$ cat config.mk
export PLATFORM = sky130hd
export DESIGN_NAME = fetch_ctrl
export DESIGN_NICKNAME = d
export VERILOG_FILES = /design/src/rtl/cpu_pkg.sv /design/src/rtl/fetch_wait_cnt.sv /design/src/rtl/fetch_ctrl.sv
export SDC_FILE = /design/constraint.sdc
export NUM_CORES = 1
export LEC_CHECK = 0
export ABC_AREA = 1
export CELL_PAD_IN_SITES_DETAIL_PLACEMENT = 1
export CELL_PAD_IN_SITES_GLOBAL_PLACEMENT = 1
export CORE_ASPECT_RATIO = 1.1
export CORE_UTILIZATION = 30
export CTS_CLUSTER_DIAMETER = 40
export DETAILED_ROUTE_END_ITERATION = 16
export GPL_ROUTABILITY_DRIVEN = 1
export GPL_TIMING_DRIVEN = 0
export PLACE_DENSITY = 0.79
export RECOVER_POWER = 25
export SETUP_SLACK_MARGIN = 0.15
export SYNTH_ARGS = -nofsm -noshare
export SYNTH_HDL_FRONTEND = slang
export SYNTH_HIERARCHICAL = 1
export SYNTH_SLANG_ARGS = --single-unit
$ cat constraint.sdc
create_clock -name clk_i -period 2.67 [get_ports clk_i]
set_clock_uncertainty 0.1 [all_clocks]
set_input_delay 0.6675 -clock clk_i [delete_from_list [all_inputs] [get_ports clk_i]]
set_output_delay 0.6675 -clock clk_i [all_outputs]
set_load 0.005 [all_outputs]
$ cat src/rtl/cpu_pkg.sv
// Shared CPU definitions: data width and the fetch controller state encoding.
package cpu_pkg;

  localparam int unsigned XLEN = 32;

  typedef enum logic [1:0] {
    StIdle  = 2'd0,
    StFetch = 2'd1,
    StRedir = 2'd2,
    StFault = 2'd3
  } fetch_state_e;

endpackage

$ cat src/rtl/fetch_wait_cnt.sv
// Saturating imem wait counter; flags the last tolerated wait cycle.
module fetch_wait_cnt #(
  parameter int unsigned MAX_WAIT = 16,
  parameter int unsigned WAIT_W   = 8
) (
  input  logic clk_i,
  input  logic rst_i,
  input  logic clr_i,
  input  logic inc_i,
  output logic timeout_o
);

  logic [WAIT_W-1:0] cnt_q, cnt_d;

  always_comb begin
    cnt_d = cnt_q;
    if (clr_i) begin
      cnt_d = '0;
    end else if (inc_i && (cnt_q != '1)) begin
      cnt_d = cnt_q + 1'b1;
    end
  end

  always_ff @(posedge clk_i or negedge rst_i) begin
    if (!rst_i) begin
      cnt_q <= '0;
    end else begin
      cnt_q <= cnt_d;
    end
  end

  // Asserted during the MAX_WAIT-th consecutive waiting cycle.
  assign timeout_o = inc_i && (cnt_q == WAIT_W'(MAX_WAIT - 1));

endmodule

$ cat src/rtl/fetch_ctrl.sv
// Fetch sequencer: drives PC holds, next-PC select and IF/ID flush/stall around a
// handshaked instruction memory, with deferred branch redirect and fetch timeout.
module fetch_ctrl
  import cpu_pkg::*;
#(
  parameter int unsigned MAX_WAIT = 16,
  parameter int unsigned WAIT_W   = 8
) (
  input  logic            clk_i,
  input  logic            rst_i,
  input  logic            start_i,
  input  logic            hazard_i,
  input  logic            dmem_busy_i,
  input  logic            branch_taken_i,
  input  logic [XLEN-1:0] branch_target_i,
  input  logic [XLEN-1:0] pc_plus4_i,
  input  logic            imem_ack_i,
  output logic            imem_req_o,
  output logic [XLEN-1:0] pc_next_o,
  output logic            stall_o,
  output logic            pcEnable_o,
  output logic            ifid_stall_o,
  output logic            ifid_flush_o,
  output logic            fault_o
);

  fetch_state_e    state_q, state_d;
  logic            redir_q, redir_d;
  logic [XLEN-1:0] tgt_q, tgt_d;
  logic            waiting, timeout;

  assign waiting = ((state_q == StFetch) || (state_q == StRedir)) && !imem_ack_i;

  fetch_wait_cnt #(
    .MAX_WAIT (MAX_WAIT),
    .WAIT_W   (WAIT_W)
  ) u_wait_cnt (
    .clk_i     (clk_i),
    .rst_i     (rst_i),
    .clr_i     (!start_i || !waiting),
    .inc_i     (waiting),
    .timeout_o (timeout)
  );

  always_comb begin
    state_d      = state_q;
    redir_d      = redir_q;
    tgt_d        = tgt_q;
    imem_req_o   = 1'b0;
    pc_next_o    = '0;
    stall_o      = 1'b0;
    pcEnable_o   = 1'b0;
    ifid_stall_o = 1'b0;
    ifid_flush_o = 1'b0;
    fault_o      = 1'b0;

    unique case (state_q)
      StIdle: begin
        if (start_i) state_d = StFetch;
      end
      StFetch: begin
        imem_req_o = 1'b1;
        pc_next_o  = pc_plus4_i;
        if (!imem_ack_i) begin
          pcEnable_o   = 1'b1;
          ifid_flush_o = 1'b1;
          if (timeout) begin
            state_d = StFault;
          end else if (branch_taken_i && !hazard_i && !dmem_busy_i) begin
            tgt_d   = branch_target_i;
            redir_d = 1'b1;
            state_d = StRedir;
          end
        end else if (dmem_busy_i || hazard_i) begin
          stall_o      = 1'b1;
          ifid_stall_o = 1'b1;
        end else if (branch_taken_i) begin
          pc_next_o    = branch_target_i;
          ifid_flush_o = 1'b1;
        end
      end
      StRedir: begin
        // Word returned here belongs to the fall-through path, so it is always squashed.
        imem_req_o   = 1'b1;
        ifid_flush_o = 1'b1;
        pc_next_o    = pc_plus4_i;
        if (imem_ack_i && redir_q) begin
          pc_next_o = tgt_q;
          redir_d   = 1'b0;
          state_d   = StFetch;
        end else begin
          pcEnable_o = 1'b1;
          if (timeout) state_d = StFault;
        end
      end
      StFault: begin
        fault_o      = 1'b1;
        pcEnable_o   = 1'b1;
        ifid_flush_o = 1'b1;
      end
      default: state_d = StIdle;
    endcase

    if (!start_i) begin
      state_d = StIdle;
      redir_d = 1'b0;
    end
  end

  always_ff @(posedge clk_i or negedge rst_i) begin
    if (!rst_i) begin
      state_q <= StIdle;
      redir_q <= 1'b0;
      tgt_q   <= '0;
    end else begin
      state_q <= state_d;
      redir_q <= redir_d;
      tgt_q   <= tgt_d;
    end
  end

endmodule

# Word-level counts from Yosys, hierarchy flattened
# Index checks and enable logic that the tools add are counted.
# totals
latch_bits	0
regBits	43
ramBits	0
mem_bits_ro	0
in_bits	71
memories	0
elab_cells	73
# op_classes
n_lt_le_gt_ge	0
div_mod_pow	0
bitwise	2
shift	0
reduce_logical	21
n_eq_ne	13
addsub	1
mul	0
n_mux	32
# ops
op	count
$mux 32	4
$pmux 32 s2	1
$mux 8	2
$mux 1	15
$mux 2	6
$add 8x1->8 const B	1
$eq 8x4->1 const B	1
$ne 4x3->1 const B	2
$ne 8x8->1 const B	1
$reduce_and 4->1	2
$logic_and 1x1->1	6
$ne 3x2->1 const B	2
$ne 3x3->1 const B	2
$pmux 2 s3	1
$logic_not 1->1	5
$reduce_and 5->1	1
$eq 2x2->1 const B	2
$ne 4x1->1 const B	1
$pmux 1 s2	2
$reduce_or 2->1	2
$logic_or 1x1->1	3
$ne 3x1->1 const B	1
$pmux 1 s3	1
$eq 2x1->1 const B	1
other kinds (3)	4

# Depth between registers and ports, before layout
# depth
word_depth	8
ltp_mapped	13
ltp_nobuf	13

# Modules after synthesis
# The synthesis kept the hierarchy.
# by_module_without_submodules
module	cells_each	n_inst	seq_area_each_um2	area_per_inst_um2
fetch_ctrl	461	1	875.8	2894.0
fetch_wait_cnt	76	1	200.2	544.3

# Least setup slack after synthesis
# Ideal clock, no wire load.
# synth_timing
kind	input -> register
startpoint	input imem_ack_i
endpoint	register tgt_q[18]
arrival_time_ps	2200
required_time_ps	2449
stages	9
setup_ps	121
slack_ps	250
cell_sequence	buf_4 -> clkbuf_1 -> nor2_1 -> nand2_1 -> nor3_1 -> inv_1 -> nand4_4 -> buf_2 -> o21ai_1
# synth_via
elab_chain_len	5
# synth_lines
item	line_no	source
start, declared	fetch_ctrl.sv:17	input logic imem_ack_i,
$logic_not 1->1	-	
$logic_and 1x1->1	fetch_ctrl.sv:32	assign waiting = ((state_q == StFetch) || (state_q == StRedir)) && !imem_ack_i;
net waiting	fetch_ctrl.sv:30	logic waiting, timeout;
$logic_and 1x1->1	fetch_wait_cnt.sv:33	assign timeout_o = inc_i && (cnt_q == WAIT_W'(MAX_WAIT - 1));
net timeout	fetch_ctrl.sv:30	
$not 1->1 (no source line)	-	
$reduce_and 4->1 (no source line)	-	
end signal, assigned	fetch_ctrl.sv:118	tgt_q <= tgt_d;
end, declared	fetch_ctrl.sv:29	logic [XLEN-1:0] tgt_q, tgt_d;
# The timed path passes the listed nets, and every way through them passes these cells.
# A chain may end at the register's enable or synchronous reset.

# Worst setup path in the final report
# layout_timing
startpoint	register state_q[0]
endpoint	output pc_next_o[14]
# layout_via
elab_chain_len	2
# layout_lines
item	line_no	source
start, declared	fetch_ctrl.sv:27	fetch_state_e state_q, state_d;
start signal, assigned	fetch_ctrl.sv:112	state_q <= StIdle;
start signal, assigned	fetch_ctrl.sv:116	state_q <= state_d;
$eq 2x2->1 / $eq 2x1->1 (equally long branches)	fetch_ctrl.sv:57	unique case (state_q)
$pmux 32 s2 (*)	fetch_ctrl.sv:57	
end, declared	fetch_ctrl.sv:19	output logic [XLEN-1:0] pc_next_o,
# Mark *: on every way between the ends. The rest lies on a longest branch, timed or not.

==> results_dict.tcl <==
set metrics [dict create \
    status "finished, violations left" \
    violations "setup timing" \
    grt_pass1_vias 4932 \
    seq_area_frac_synth 0.3130 \
    row_count 40 \
    crit_top_cell "inv_2" \
    hold_buffers 0 \
    path_class "flip-flop to primary output" \
    drt-wirelength-per-cell_um 22.20 \
    die_w_um 104.1 \
    hold_class "flip-flop to flip-flop" \
    ys_seq_elements 43 \
    diodes 0 \
    drive_gt1_frac 0.3702 \
    cts_tree "built" \
    stdcell_count 852 \
    ir_drop_mv 0.3954 \
    grt_start_max_net_pins 25 \
    cts_sinks 43 \
    startpoint "state_q[0]" \
    rr_worst_depth 11 \
    worstMarginPinSlew_ps 1268 \
    routed_wl_um 18910 \
    post-dp-hpwl_um 9696 \
    cts-buffers-inserted 5 \
    synth_top_cell_by_area "dfrtp_1" \
    crit_chain "inv_2 -> ha_4 -> inv_2 -> clkbuf_8 -> a21oi_1 -> o21ai_0 -> a21oi_2 -> buf_2" \
    worst_slew_margin_rel 0.1549 \
    max_stage_delay_ps 410 \
    cp.depth 8 \
    crit_buf_inv 4 \
    drc 0 \
    design_area_mm2 0.006158 \
    drt_iter0_drc 295 \
    post-route-period-util 1.031 \
    die_h_um 114.3 \
    finalSetupViolCount 5 \
    clk_latency_ps 290 \
    io_pins 109 \
    hold-path-cell-count 2 \
    register_area_mm2 0.001076 \
    fmax_mhz 363.3 \
    worst_hold_slack_ps 399.9 \
    syn-num-nets 616 \
    cp-end-kind "primary output" \
    rrSetupSlack_ps 130 \
    ys_warn_count 6 \
    fin_ws_ps -82.24 \
    avgSynthCellArea_um2 6.403 \
    drv_cap 0 \
    coreArea_mm2 0.01106 \
    clockBufferDepth 2 \
    multi_input_comb_area_mm2 0.002431 \
    grt_pass1_wl_um 25020 \
    die-area_mm2 0.01189 \
    crit_required_ps 1900 \
    placed_cell_area_mm2 0.004698 \
    syn-cell-area_mm2 0.003438 \
    cts_htree_levels 2 \
    p_leak_nw 2.896 \
    synth_cell_types 25 \
    gp_congestion 0.8301 \
    ant_nets 0 \
    total_power_mw 4.771 \
    cp_slowest_cell "dfrtp_1" \
    worst_path_dominant_cell_family "compound AO/OA/AOI/OAI gates" \
    vias 4758 \
    netlist.area_leader.share 0.3130 \
    cp_max_fo 10 \
    io_buffers 106 \
    reg2reg_to "tgt_q[1]" \
    r2r-start "state_q[0]" \
    drtPass1Iterations 5 \
    clkTransAtPathRegs_ps 70 \
    nNetsFinal 783 \
    yosys-top-cells-area "dfrtp_1 31%, nand2_1 11%, a21oi_1 11%, inv_1 9.6%, nand3_1 7.6%" \
    place_inst 791 \
    fill_cells 1353 \
    place_ws_ps -993.0 \
    root_buffer "clkbuf_16" \
    synthCells 537 \
    area_delta_synth_final_pct 79.11 \
    vias_per_cell 5.585 \
    cp-start-kind "flip-flop" \
    start_util 0.3109 \
    grt_usage 0.2637 \
    grt_overflow 0 \
    grt_setup_unrepaired "yes" \
    cp.arrival_ps 1980 \
    crit_end "pc_next_o[14]" \
    antenna_found_initial 1 \
    post-route-min-period_ps 2752 \
    pwr_density_cell_mw_per_mm2 774.7 \
    final_hold_viol_count 0 \
    maxSlewViolCount 0 \
]
worst register-to-register path, cell delays in order, from the launching register on:
cell and delay, ps:
dfrtp_1 390, inv_2 90, ha_4 300, clkinvlp_4 150, buf_12 170, nor2_4 160, nand2_1 140, nor3_4 200
inv_1 130, nand4_4 200, buf_4 270, o21ai_1 120
metal layers:
metal	global-route usage	vias up	routed length (um)
met5	0	-	13
met4	0.1067	2	818
met3	0.03358	71	913
met2	0.4876	214	9706
met1	0.3091	2366	7459
li1	-	2105	-
flip-flops by register name (all words and copies together) (netlist names):
register and count:
state_q 2, redir_q 1, tgt_q 32, u_wait_cnt/cnt_q 8
placed cells by master (no fill, tap or decap), types with 9 or more instances in the layout:
cell type        netlist  final
buf_4                  2     29
o21ai_0               30     19
nand2_4                2     14
inv_1                 88     80
buf_6                  1     27
nand3_2                0     22
o21ai_1               36     45
clkbuf_16              0     11
nand2_2                3     19
nand4_1               34     34
nor2_1                15     14
a21oi_1               73     33
a21oi_2                0     38
nand3_1               52     24
clkdlybuf4s50_1        0     65
dfrtp_1               43     43
clkbuf_2               0      9
nand2_1              103     75
buf_2                 11     33
cells in the mapped netlist, drive strengths merged:
master,instances
nor2,21
o21bai,1
nor3,2
clkbuf,20
ha,8
nand4,35
buf,18
o21ai,66
nand2,108
a21oi,73
nand3,52
clkinv,1
inv,89
dfrtp,43
report_power, final:
group	leakage [nW]	internal, mW	switching, mW
Sequential	0.563	0.859	0.154
Combinational	2.25	1.42	1.59
Clock	0.0868	0.466	0.287
Total	2.90	2.74	2.03
what timing repair did:
item,4_1_cts,5_1_grt
pin swaps,35,33
gates cloned,3,2
resized for setup,328,88
setup endpoints to repair,72,69
buffers inserted,35,13
worst min path at each step:
stage	start	end
after global placement	tgt_q[14]	tgt_q[14]
after global routing	tgt_q[11]	tgt_q[11]
after floorplan	rst_i	redir_q
after detailed placement	tgt_q[26]	tgt_q[26]
final	tgt_q[26]	tgt_q[26]
after CTS	rst_i	tgt_q[9]
cells by family after synthesis:
group / after synthesis / share of synthesized area
buffers and inverters: 128 / 0.1481
AOI/OAI and AO/OA: 140 / 0.2045
and+or+nand+nor: 218 / 0.3053
adders and majority gates: 8 / 0.02911
DFF: 43 / 0.3130
through the flow:
| step | TNS, ps | util |
|---|---|---|
| floorplan | 0 | - |
| global placement | -61180 | 0.4234 |
| detailed placement | -42820 | 0.4248 |
| CTS | 0 | 0.5196 |
| global route | -579.6 | 0.5568 |
| finish | -189.2 | 0.5568 |
cell type report:
cell class,count,share of cell area
clock buffer,6,0.02255
inverter,90,0.05547
tap,147,0.02987
sequential,43,0.1747
multi-input combinational,366,0.3948
buffer,38,0.07172
clock inverter,2,0.005689
timing repair buffer,160,0.2452
Power figures use the tool's default switching activity.
